## src/rtl/splash_pkg.sv

```systemverilog
// Shared encodings for the splash screen sequencer: stage codes, ROM selects,
// counter widths and the image address helper.
package splash_pkg;

  typedef enum logic [1:0] {
    STAGE_TITLE  = 2'd0,
    STAGE_SLIDE  = 2'd1,
    STAGE_REVEAL = 2'd2,
    STAGE_HOLD   = 2'd3
  } stageT;

  typedef enum logic [1:0] {
    ROM_TITLE      = 2'd0,
    ROM_SLIDE      = 2'd1,
    ROM_BACKGROUND = 2'd2
  } romSelT;

  localparam logic [15:0] RGB565_BLACK = 16'h0000;

  localparam int ADDR_W  = 17;
  localparam int GTICK_W = 11;
  localparam int STICK_W = 11;

  // Images are stored column-major with rows flipped, so the address is the
  // flipped row plus one full column height per column offset.
  function automatic logic [ADDR_W-1:0] imageAddr(
    input logic [ADDR_W-1:0] flippedRow,
    input logic [ADDR_W-1:0] column,
    input logic [ADDR_W-1:0] columnHeight
  );
    return flippedRow + columnHeight * column;
  endfunction

endpackage

```

## src/rtl/splash_sequencer_if.sv

```systemverilog
// LCD pixel / image ROM bundle between the display side and the sequencer.
interface splash_sequencer_if;

  logic [9:0]  xAddLCD;
  logic [8:0]  yAddLCD;
  logic [16:0] romAddr;
  logic [1:0]  romSel;
  logic [15:0] romData;
  logic [15:0] pixelData;

  modport master (
    output xAddLCD, yAddLCD, romData,
    input  romAddr, romSel, pixelData
  );

  modport slave (
    input  xAddLCD, yAddLCD, romData,
    output romAddr, romSel, pixelData
  );

endinterface

```

## src/rtl/splash_timebase.sv

```systemverilog
// Animation timebase: tick prescaler, per-stage tick counter, saturating
// global tick counter and the one-shot audio trigger.
module splash_timebase
  import splash_pkg::*;
#(
  parameter int TICK_DIV  = 5000000,
  parameter int T_TITLE   = 20,
  parameter int T_SLIDE   = 60,
  parameter int T_REVEAL  = 16,
  parameter int TRIG_TICK = 20
) (
  input  logic               clock,
  input  logic               globalReset,
  input  logic               skip,
  input  stageT              stage,
  output logic               advance,
  output logic [STICK_W-1:0] stick,
  output logic               triggerImperialMarch
);

  localparam int PRESC_W = (TICK_DIV > 1) ? $clog2(TICK_DIV) : 1;
  localparam logic [PRESC_W-1:0] PRESC_LAST = PRESC_W'(TICK_DIV - 1);
  localparam logic [GTICK_W:0]   TRIG_AT    = (GTICK_W + 1)'(TRIG_TICK);

  logic [PRESC_W-1:0] prescaler;
  logic [GTICK_W-1:0] gtick;
  logic [STICK_W-1:0] stickLast;
  logic               tick;
  logic               skipTaken;
  logic               stageEnd;
  logic               fireNow;
  logic               triggerFired;
  logic               titleSkipped;

  assign tick = (prescaler == PRESC_LAST);

  always_comb begin
    // NOTE: assign a default before the case so no path leaves stickLast unassigned (no latch).
    stickLast = '0;
    case (stage)
      STAGE_TITLE:  stickLast = STICK_W'(T_TITLE - 1);
      STAGE_SLIDE:  stickLast = STICK_W'(T_SLIDE - 1);
      STAGE_REVEAL: stickLast = STICK_W'(T_REVEAL - 1);
      default:      stickLast = '0;
    endcase
  end

  // HOLD is terminal, so neither skip nor the stage timer can move it.
  assign skipTaken = skip && (stage != STAGE_HOLD);
  assign stageEnd  = tick && (stage != STAGE_HOLD) && (stick == stickLast);
  assign advance   = skipTaken || stageEnd;

  assign fireNow = tick && !triggerFired && !titleSkipped &&
                   (({1'b0, gtick} + (GTICK_W + 1)'(1)) == TRIG_AT);

  always_ff @(posedge clock) begin
    // NOTE: non-blocking assignments keep every register update on the same edge, independent of order.
    if (globalReset) begin
      prescaler            <= '0;
      stick                <= '0;
      gtick                <= '0;
      triggerFired         <= 1'b0;
      titleSkipped         <= 1'b0;
      triggerImperialMarch <= 1'b0;
    end else begin
      prescaler <= (tick || skipTaken) ? '0 : prescaler + PRESC_W'(1);

      if (advance) begin
        stick <= '0;
      end else if (tick && (stick != '1)) begin
        stick <= stick + STICK_W'(1);
      end

      if (tick && (gtick != '1)) begin
        gtick <= gtick + GTICK_W'(1);
      end

      if (skipTaken && (stage == STAGE_TITLE)) begin
        titleSkipped <= 1'b1;
      end

      triggerImperialMarch <= fireNow;
      if (fireNow) begin
        triggerFired <= 1'b1;
      end
    end
  end

endmodule

```

## src/rtl/splash_sequencer.sv

```systemverilog
// Splash screen sequencer: TITLE -> SLIDE -> REVEAL -> HOLD stage machine,
// per-stage window/ROM address generation and a two-clock pixel pipeline.
module splash_sequencer
  import splash_pkg::*;
#(
  parameter int TICK_DIV    = 5000000,
  parameter int LCD_W       = 240,
  parameter int LCD_H       = 320,
  parameter int T_TITLE     = 20,
  parameter int T_SLIDE     = 60,
  parameter int T_REVEAL    = 16,
  parameter int SLIDE_STEP  = 4,
  parameter int REVEAL_STEP = 10,
  parameter int TRIG_TICK   = 20,
  parameter int TITLE_X0    = 90,
  parameter int TITLE_W     = 60,
  parameter int TITLE_Y0    = 20,
  parameter int TITLE_H     = 280,
  parameter int SLIDE_W     = 32,
  parameter int SLIDE_Y0    = 51,
  parameter int SLIDE_H     = 217
) (
  input  logic               clock,
  input  logic               globalReset,
  input  logic               skip,
  splash_sequencer_if.slave  lcd,
  output logic               triggerImperialMarch,
  output logic [1:0]         stage,
  output logic               done
);

  localparam logic [ADDR_W-1:0] TITLE_X_LO   = ADDR_W'(TITLE_X0);
  localparam logic [ADDR_W-1:0] TITLE_X_HI   = ADDR_W'(TITLE_X0 + TITLE_W - 1);
  localparam logic [ADDR_W-1:0] TITLE_Y_LO   = ADDR_W'(TITLE_Y0);
  localparam logic [ADDR_W-1:0] TITLE_Y_HI   = ADDR_W'(TITLE_Y0 + TITLE_H - 1);
  localparam logic [ADDR_W-1:0] TITLE_ROWS   = ADDR_W'(TITLE_H);
  localparam logic [ADDR_W-1:0] SLIDE_SPAN   = ADDR_W'(SLIDE_W - 1);
  localparam logic [ADDR_W-1:0] SLIDE_Y_LO   = ADDR_W'(SLIDE_Y0);
  localparam logic [ADDR_W-1:0] SLIDE_Y_HI   = ADDR_W'(SLIDE_Y0 + SLIDE_H - 1);
  localparam logic [ADDR_W-1:0] SLIDE_ROWS   = ADDR_W'(SLIDE_H);
  localparam logic [ADDR_W-1:0] LCD_ROWS     = ADDR_W'(LCD_H);
  localparam logic [ADDR_W-1:0] LCD_ROW_LAST = ADDR_W'(LCD_H - 1);
  localparam logic [ADDR_W-1:0] HALF_H       = ADDR_W'(LCD_H / 2);

  stageT              state;
  stageT              nextState;
  logic               advance;
  logic [STICK_W-1:0] stick;

  logic [ADDR_W-1:0]  xPos;
  logic [ADDR_W-1:0]  yPos;
  logic [31:0]        slideTravel;
  logic [31:0]        revealGrow;
  logic [ADDR_W-1:0]  slideLeft;
  logic [ADDR_W-1:0]  revealHalf;
  logic [ADDR_W-1:0]  addrNext;
  romSelT             selNext;
  logic               inWindow;
  logic               inWindowQ;

  splash_timebase #(
    .TICK_DIV  (TICK_DIV),
    .T_TITLE   (T_TITLE),
    .T_SLIDE   (T_SLIDE),
    .T_REVEAL  (T_REVEAL),
    .TRIG_TICK (TRIG_TICK)
  ) timebase (
    .clock                (clock),
    .globalReset          (globalReset),
    .skip                 (skip),
    .stage                (state),
    .advance              (advance),
    .stick                (stick),
    .triggerImperialMarch (triggerImperialMarch)
  );

  always_ff @(posedge clock) begin
    if (globalReset) begin
      state <= STAGE_TITLE;
    end else begin
      state <= nextState;
    end
  end

  always_comb begin
    nextState = state;
    if (advance) begin
      case (state)
        STAGE_TITLE:  nextState = STAGE_SLIDE;
        STAGE_SLIDE:  nextState = STAGE_REVEAL;
        STAGE_REVEAL: nextState = STAGE_HOLD;
        default:      nextState = STAGE_HOLD;
      endcase
    end
  end

  always_comb begin
    stage = state;
    done  = (state == STAGE_HOLD);
  end

  assign xPos = {7'd0, lcd.xAddLCD};
  assign yPos = {8'd0, lcd.yAddLCD};

  // Slide left edge and reveal half-height saturate instead of wrapping.
  assign slideTravel = 32'(stick) * 32'(SLIDE_STEP);
  assign revealGrow  = 32'(stick) * 32'(REVEAL_STEP);
  assign slideLeft   = (slideTravel >= 32'(LCD_W)) ? '0
                                                   : ADDR_W'(32'(LCD_W) - slideTravel);
  assign revealHalf  = (revealGrow >= 32'(LCD_H / 2)) ? HALF_H : ADDR_W'(revealGrow);

  always_comb begin
    inWindow = 1'b0;
    addrNext = '0;
    selNext  = ROM_TITLE;
    case (state)
      STAGE_TITLE: begin
        selNext  = ROM_TITLE;
        inWindow = (xPos >= TITLE_X_LO) && (xPos <= TITLE_X_HI) &&
                   (yPos >= TITLE_Y_LO) && (yPos <= TITLE_Y_HI);
        if (inWindow) addrNext = imageAddr(TITLE_Y_HI - yPos, xPos - TITLE_X_LO, TITLE_ROWS);
      end
      STAGE_SLIDE: begin
        selNext  = ROM_SLIDE;
        inWindow = (xPos >= slideLeft) && (xPos <= slideLeft + SLIDE_SPAN) &&
                   (yPos >= SLIDE_Y_LO) && (yPos <= SLIDE_Y_HI);
        if (inWindow) addrNext = imageAddr(SLIDE_Y_HI - yPos, xPos - slideLeft, SLIDE_ROWS);
      end
      STAGE_REVEAL: begin
        selNext  = ROM_BACKGROUND;
        inWindow = (yPos >= HALF_H - revealHalf) && (yPos < HALF_H + revealHalf);
        if (inWindow) addrNext = imageAddr(LCD_ROW_LAST - yPos, xPos, LCD_ROWS);
      end
      default: begin
        selNext  = ROM_BACKGROUND;
        inWindow = 1'b1;
        addrNext = imageAddr(LCD_ROW_LAST - yPos, xPos, LCD_ROWS);
      end
    endcase
  end

  // The window flag travels with the address so a mid-line stage change
  // never pairs one stage's window with another stage's ROM data.
  always_ff @(posedge clock) begin
    if (globalReset) begin
      lcd.romAddr   <= '0;
      lcd.romSel    <= ROM_TITLE;
      inWindowQ     <= 1'b0;
      lcd.pixelData <= RGB565_BLACK;
    end else begin
      lcd.romAddr   <= addrNext;
      lcd.romSel    <= selNext;
      inWindowQ     <= inWindow;
      lcd.pixelData <= inWindowQ ? lcd.romData : RGB565_BLACK;
    end
  end

endmodule

```

## src/flat_wrapper.sv

```systemverilog
// flat-port wrapper written by rule: the top's interface ports become plain ports
module splash_sequencer_flat import splash_pkg::*;
#(
  parameter int TICK_DIV    = 5000000,
  parameter int LCD_W       = 240,
  parameter int LCD_H       = 320,
  parameter int T_TITLE     = 20,
  parameter int T_SLIDE     = 60,
  parameter int T_REVEAL    = 16,
  parameter int SLIDE_STEP  = 4,
  parameter int REVEAL_STEP = 10,
  parameter int TRIG_TICK   = 20,
  parameter int TITLE_X0    = 90,
  parameter int TITLE_W     = 60,
  parameter int TITLE_Y0    = 20,
  parameter int TITLE_H     = 280,
  parameter int SLIDE_W     = 32,
  parameter int SLIDE_Y0    = 51,
  parameter int SLIDE_H     = 217
)
  (clock, globalReset, skip, triggerImperialMarch, stage, done, lcd_xAddLCD, lcd_yAddLCD, lcd_romData, lcd_romAddr, lcd_romSel, lcd_pixelData);
  splash_sequencer_if lcd_i ();
  input  logic clock;
  input  logic globalReset;
  input  logic skip;
  output logic triggerImperialMarch;
  output logic [1:0] stage;
  output logic done;
  input wire logic [$bits(lcd_i.xAddLCD)-1:0] lcd_xAddLCD;
  input wire logic [$bits(lcd_i.yAddLCD)-1:0] lcd_yAddLCD;
  input wire logic [$bits(lcd_i.romData)-1:0] lcd_romData;
  output wire logic [$bits(lcd_i.romAddr)-1:0] lcd_romAddr;
  output wire logic [$bits(lcd_i.romSel)-1:0] lcd_romSel;
  output wire logic [$bits(lcd_i.pixelData)-1:0] lcd_pixelData;
  assign lcd_i.xAddLCD = lcd_xAddLCD;
  assign lcd_i.yAddLCD = lcd_yAddLCD;
  assign lcd_i.romData = lcd_romData;
  assign lcd_romAddr = lcd_i.romAddr;
  assign lcd_romSel = lcd_i.romSel;
  assign lcd_pixelData = lcd_i.pixelData;
  splash_sequencer #(.TICK_DIV(TICK_DIV), .LCD_W(LCD_W), .LCD_H(LCD_H), .T_TITLE(T_TITLE), .T_SLIDE(T_SLIDE), .T_REVEAL(T_REVEAL), .SLIDE_STEP(SLIDE_STEP), .REVEAL_STEP(REVEAL_STEP), .TRIG_TICK(TRIG_TICK), .TITLE_X0(TITLE_X0), .TITLE_W(TITLE_W), .TITLE_Y0(TITLE_Y0), .TITLE_H(TITLE_H), .SLIDE_W(SLIDE_W), .SLIDE_Y0(SLIDE_Y0), .SLIDE_H(SLIDE_H)) u_core (.clock(clock), .globalReset(globalReset), .skip(skip), .lcd(lcd_i), .triggerImperialMarch(triggerImperialMarch), .stage(stage), .done(done));
endmodule
```

## config.mk

```make
export PLATFORM = sky130hd
export DESIGN_NAME = splash_sequencer_flat
export DESIGN_NICKNAME = d
export VERILOG_FILES = /design/src/rtl/splash_pkg.sv /design/src/rtl/splash_sequencer_if.sv /design/src/rtl/splash_timebase.sv /design/src/rtl/splash_sequencer.sv /design/src/flat_wrapper.sv
export SDC_FILE = /design/constraint.sdc
export NUM_CORES = 1
export LEC_CHECK = 0
export CAP_MARGIN = 0
export CORE_ASPECT_RATIO = 1.25
export CORE_UTILIZATION = 61
export CTS_CLUSTER_DIAMETER = 150
export DETAILED_ROUTE_END_ITERATION = 16
export GPL_ROUTABILITY_DRIVEN = 0
export PLACE_DENSITY_LB_ADDON = 0.25
export SLEW_MARGIN = 5
export SYNTH_ARGS = -nofsm -noshare
export SYNTH_HDL_FRONTEND = slang
export SYNTH_SLANG_ARGS = --single-unit
```

## constraint.sdc

```tcl
create_clock -name clock -period 8.1 [get_ports clock]
set_input_delay 1.62 -clock clock [delete_from_list [all_inputs] [get_ports clock]]
set_output_delay 1.62 -clock clock [all_outputs]
set_load 0.02 [all_outputs]
```

# == After elaboration in Yosys (flattened, before gate mapping) ==
# Index checks and enable logic that the tools add are counted.
# word_totals
regBits,86
input_bits,38
output_inout_bits,39
word_cells,87
# op_classes
addsub,16
multipliers,4
magnitude_cmp,12
n_eq_ne,9
n_mux,10
n_bitwise,1
n_reduce_logical,24
# op_table
op,n
17-bit two-way mux,4
17-bit adder,3
17-bit case mux with 3 select lines,1
"9-bit by 9-bit subtractor with 10-bit output, first input constant",3
"23-bit by 1-bit adder with 23-bit output, second input constant",1
"23-bit equality test, second input constant",1
"11-bit by 1-bit adder with 11-bit output, second input constant",2
"11-bit inequality test, second input constant",2
"9-bit less-or-equal comparator, second input constant",2
6-bit case mux with 3 select lines,1
"17-bit by 5-bit adder with 17-bit output, second input constant",1
"8-bit by 17-bit adder with 17-bit output, first input constant",1
10-bit by 17-bit greater-or-equal comparator with 1-bit output,1
9-bit by 17-bit greater-or-equal comparator with 1-bit output,1
10-bit by 17-bit less-or-equal comparator with 1-bit output,1
9-bit by 17-bit less-than comparator with 1-bit output,1
"6-bit by 17-bit multiplier with 14-bit output, first input constant",1
"8-bit by 17-bit multiplier with 17-bit output, first input constant",1
10-bit by 17-bit subtractor with 17-bit output,1
"8-bit by 17-bit subtractor with 17-bit output, first input constant",1
1-bit logical AND,16
"15-bit by 8-bit greater-or-equal comparator with 1-bit output, second input constant",1
15-bit two-way mux,1
"11-bit by 3-bit multiplier with 14-bit output, second input constant",1
21 further kinds,27

# == Depth between registers and ports, before layout ==
# logic_depth
ltp_word,9
depth_mapped,30
depth_no_buf,30

# == By module ==
# A second synthesis with hierarchy kept.
# unflattened
hier_cells,1264
hier_area_um2,10567.6
# by_module_without_submodules
mod,n_inst,cells_each,area_each_um2,seq_area_each_um2
splash_sequencer,1,967,8099.0,760.7
splash_timebase,1,297,2468.6,960.9

# == Worst setup path after synthesis ==
# Ideal clock, no wire load.
# synth_timing
kind,input port to flip-flop
from,input port lcd_xAddLCD[2]
to,register u_core.lcd.romAddr[15]
setup_time_ps,132
t_arrival_ps,6464
t_required_ps,7968
setup_slack_ps,1504
cell_stages,24
path_buffers,0
path_cell_list,inv_1 > ha_1 > fa_1 > nor2b_1 > o21ai_0 > nand2_1 > a21oi_1 > o21ai_0 > xor2_1 > ha_1 > fa_1 > inv_1 > fa_1 > fa_1 > inv_1 > ha_1 > or2_2 > a21oi_1 > a21oi_1 > a41oi_1 > a21oi_1 > xor2_1 > a22oi_1 > a21oi_1
# synth_between
elab_chain_cells,6
elab_cells_between_ends,22
cone_classes,add/sub (5); mul (3); order compare (4); mux (4); reduce/logical (6)
# synth_rtl
item,line_no,rtl
from (decl),flat_wrapper.sv:29,input wire logic [$bits(lcd_i.xAddLCD)-1:0] lcd_xAddLCD;
"parallel branches: the longest is 5 deep, another holds 10-bit by 17-bit subtractor with 17-bit output",--,
17-bit case mux with 3 select lines (*),splash_sequencer.sv:116,case (state)
to (signal assigned),splash_sequencer.sv:151,lcd.romAddr <= addrNext;
to (decl),splash_sequencer_if.sv:18,"output romAddr, romSel, pixelData"
# Every way passes the cells marked *.
# A chain may end at the register's enable or synchronous reset.

# == Worst setup path after layout ==
# layout_timing
from,input port lcd_xAddLCD[2]
to,register u_core.lcd.romAddr[13]
# Same word-level chain as after synthesis.

==> results.tsv <==
metric	value	unit
status	completed	
Final Slew Violations	0	
vias in the first global route	8995	
max-cap viol count	0	
num ports	77	
Final Setup Violations	0	
crit start category	primary input	
share of layout cells above drive strength 1	3.16	%
Detailed Route WL	25300	um
Final nets	1641	
Max IR drop VDD	0.000216	V
fmax	137	MHz
worst relative slew slack	38.5	%
Cells after Synth	1276	
clk sinks	86	
largest net degree at the start of global routing	39	
Reg clk slew, reported paths	0.06	ns
Die Ht	149	um
HP Class	reg2reg	
DRC Markers	0	
RSZ-0062 raised after global routing	no	
Skew-Pair Late Insertion Delay	0.34	ns
die footprint	0.0179	mm^2
total power	3.01	mW
core area	0.0169	mm^2
top routing layer in use	met4	
number of I/O port buffers	76	
drt wl/cell	16.0	um
Syn Area/Cell	8.29	um^2
post-synth top area share	23.1	%
met2 wire length	12300	um
initial antenna violation count	0	
Antenna Cells	0	
Async SR Flop Fraction	0	%
DR iter-0 viols	580	
vias per inst	5.73	
Initial Utilization	62.5	%
Num CTS Buffers	9	
dpl hpwl	20500	um
DR WL met3	1270	um
Slew @ Worst Pin	0.914	ns
Yosys cell types	72	
post-cts hold buffer count	0	
Setup TNS Final	0	ns
register bit total from synthesis	86	
Area Growth Syn to Fin	13.3	%
Worst Path Required	8.35	ns
number of synthesized flops with an enable pin	0	
vias post-DR	9051	
final hold vios	0	
CTS tree	built	
Die X	120	um
register area share after synthesis	16.3	%
DRT Pass-1 Iters	5	
clock buffer depth	2	
Mapped Area	0.0106	mm^2
Primary FF master, synth	dfxtp_1	
crit path max fanout	8	
first-pass GRT wire length	41800	um
Tot GR Track Use	29.5	%
Clock Skew	0.00698	ns
YS warnings	0	
final worst path period share	90.3	%
clock root buffer	clkbuf_16	
met1 wire length	10600	um
pwr dens	252	mW/mm^2
CP Class	in2reg	
Setup crit end kind	flip-flop	
total global routing overflow	0	
post-cts resize count	0	
H-Tree Level Count	3	
cell taking the most area after synthesis	ha_1	
post-route antenna net violation count	0	
main area contributors after synthesis	ha_1 23%, dfxtp_1 16%, fa_1 10%, inv_1 7.1%, xnor2_1 6.5%	
Post-CTS Setup Repair Bufs	0	
fin crit period	7.32	ns
FP Rows	53	
CP arrival	7.56	ns
Leak	5.76	nW
final-layout fill cell count	1338	
cells by family (layout without fill, tap and decap cells):
family	after synthesis	in the layout	share of synthesized area, %
AOI/OAI and AO/OA	226	226	14.2
and+or+nand+nor	358	358	17.1
other	1	4	0.0355
muxes	3	3	0.284
adders and majority gates	248	248	33.1
xor gates and xnor gates	135	135	11.2
DFF	86	86	16.3
buffers and inverters	219	300	7.86
routing by layer:
metal / vias to the layer above / global-route usage [%]
met5: - / 0
met4: 0 / 14.5
met3: 68 / 3.21
met2: 279 / 52.7
met1: 4225 / 34.8
li1: 4479 / -
layout make-up:
class                           count  area, um^2  area share (%)
Sequential cell                    86        1720            14.4
Clock buffer                       11         243            2.03
Multi-Input combinational cell    974        8030            67.1
Timing Repair Buffer               85         828            6.92
Inverter                          199         747            6.24
Clock inverter                      5         129            1.08
Tap cell                          220         275            2.30
final timing paths:
check | slack [ns] | start | cells after the start | endpoint
setup / recovery | 0.78 | lcd_xAddLCD[2] | 25 | u_core.lcd.romAddr[13]
hold / removal | 0.46 | u_core.timebase.prescaler[0] | 1 | u_core.timebase.prescaler[0]
setup reg to reg | 1.40 | u_core.timebase.stick[2] | 27 | u_core.lcd.romAddr[13]
hold reg to reg | 0.46 | u_core.timebase.prescaler[0] | 1 | u_core.timebase.prescaler[0]
cells in the final DEF (no fill, tap or decap), drive strengths merged, types with 5 or more instances in the layout:
master and count:
a21boi 5, nand2 70, buf 9, or2 6
xnor2 78, and3 19, nand3 31, o2111ai 5
and2 25, clkbuf 11, o21bai 7, nand4 12
nor2 100, a211oi 9, xor2 57, a21o 24
ha 195, a21oi 68, a22oi 7, nor4 7
o211ai 9, dfxtp 86, nor3 28, nand2b 15
clkdlybuf4s50 76, o21a 8, nor2b 18, inv 200
o32ai 6, or3 8, a31oi 9, fa 53
o21ai 36
Yosys cell counts (4+ instances only):
master / count
a211oi_1: 7
a21o_1: 24
a21oi_1: 68
a222oi_1: 4
a22oi_1: 7
a31oi_1: 9
and2_1: 24
and3_1: 19
and4_1: 4
clkbuf_1: 15
dfxtp_1: 86
fa_1: 53
ha_1: 195
inv_1: 199
nand2_1: 70
nand2b_1: 15
nand3_1: 31
nand3b_1: 4
nand4_1: 12
nor2_1: 99
nor2b_1: 18
nor3_1: 27
nor4_1: 6
o2111ai_1: 5
o211ai_1: 8
o21a_1: 8
o21ai_0: 35
o21bai_1: 7
o22ai_1: 4
o31ai_1: 4
o32ai_1: 6
or2_2: 6
or3_1: 7
xnor2_1: 78
xor2_1: 57
report_power, final:
group          leakage (nW)  internal (mW)  switching (mW)
Sequential            0.695          0.434         0.00750
Combinational          4.88          0.892            1.17
Clock                 0.180          0.342           0.169
per-stage QoR:
step	utilization, %	hold slack, ns	std cells	setup slack [ns]	instance area, um^2
CTS	70.8	0.474	1580	0.779	12000
global route	70.8	0.494	1580	0.249	12000
detailed placement	68.6	0.460	1564	0.413	11600
floorplan	-	0.426	1279	1.50	10600
finish	70.8	0.465	1580	0.785	12000
global placement	68.6	0.438	1564	0.478	11600
registers in the layout, summed over array words and instances, names as in the netlist:
register / cells
u_core.lcd.pixelData: 16
u_core.lcd.romSel: 2
u_core.lcd.romAddr: 17
u_core.stage: 2
u_core.timebase.gtick: 11
u_core.timebase.stick: 11
u_core.inWindowQ: 1
u_core.timebase.triggerImperialMarch: 1
u_core.timebase.prescaler: 23
u_core.timebase.triggerFired: 1
u_core.timebase.titleSkipped: 1
critical path: stages:
cell             delay (ns)
clkdlybuf4s50_1        0.61
inv_1                  0.10
ha_1                   0.24
fa_1                   0.41
nor2b_1                0.13
o21ai_0                0.09
nand2_1                0.11
a21oi_1                0.07
o21ai_0                0.25
xor2_1                 0.32
ha_1                   0.30
fa_1                   0.50
inv_1                  0.05
fa_1                   0.46
fa_1                   0.54
inv_1                  0.04
ha_1                   0.32
or2_2                  0.31
a21oi_1                0.16
a21oi_1                0.07
a41oi_1                0.27
nand2b_1               0.09
xor2_1                 0.16
a22oi_1                0.08
o32ai_1                0.24
(Power assumes the default switching activity.)
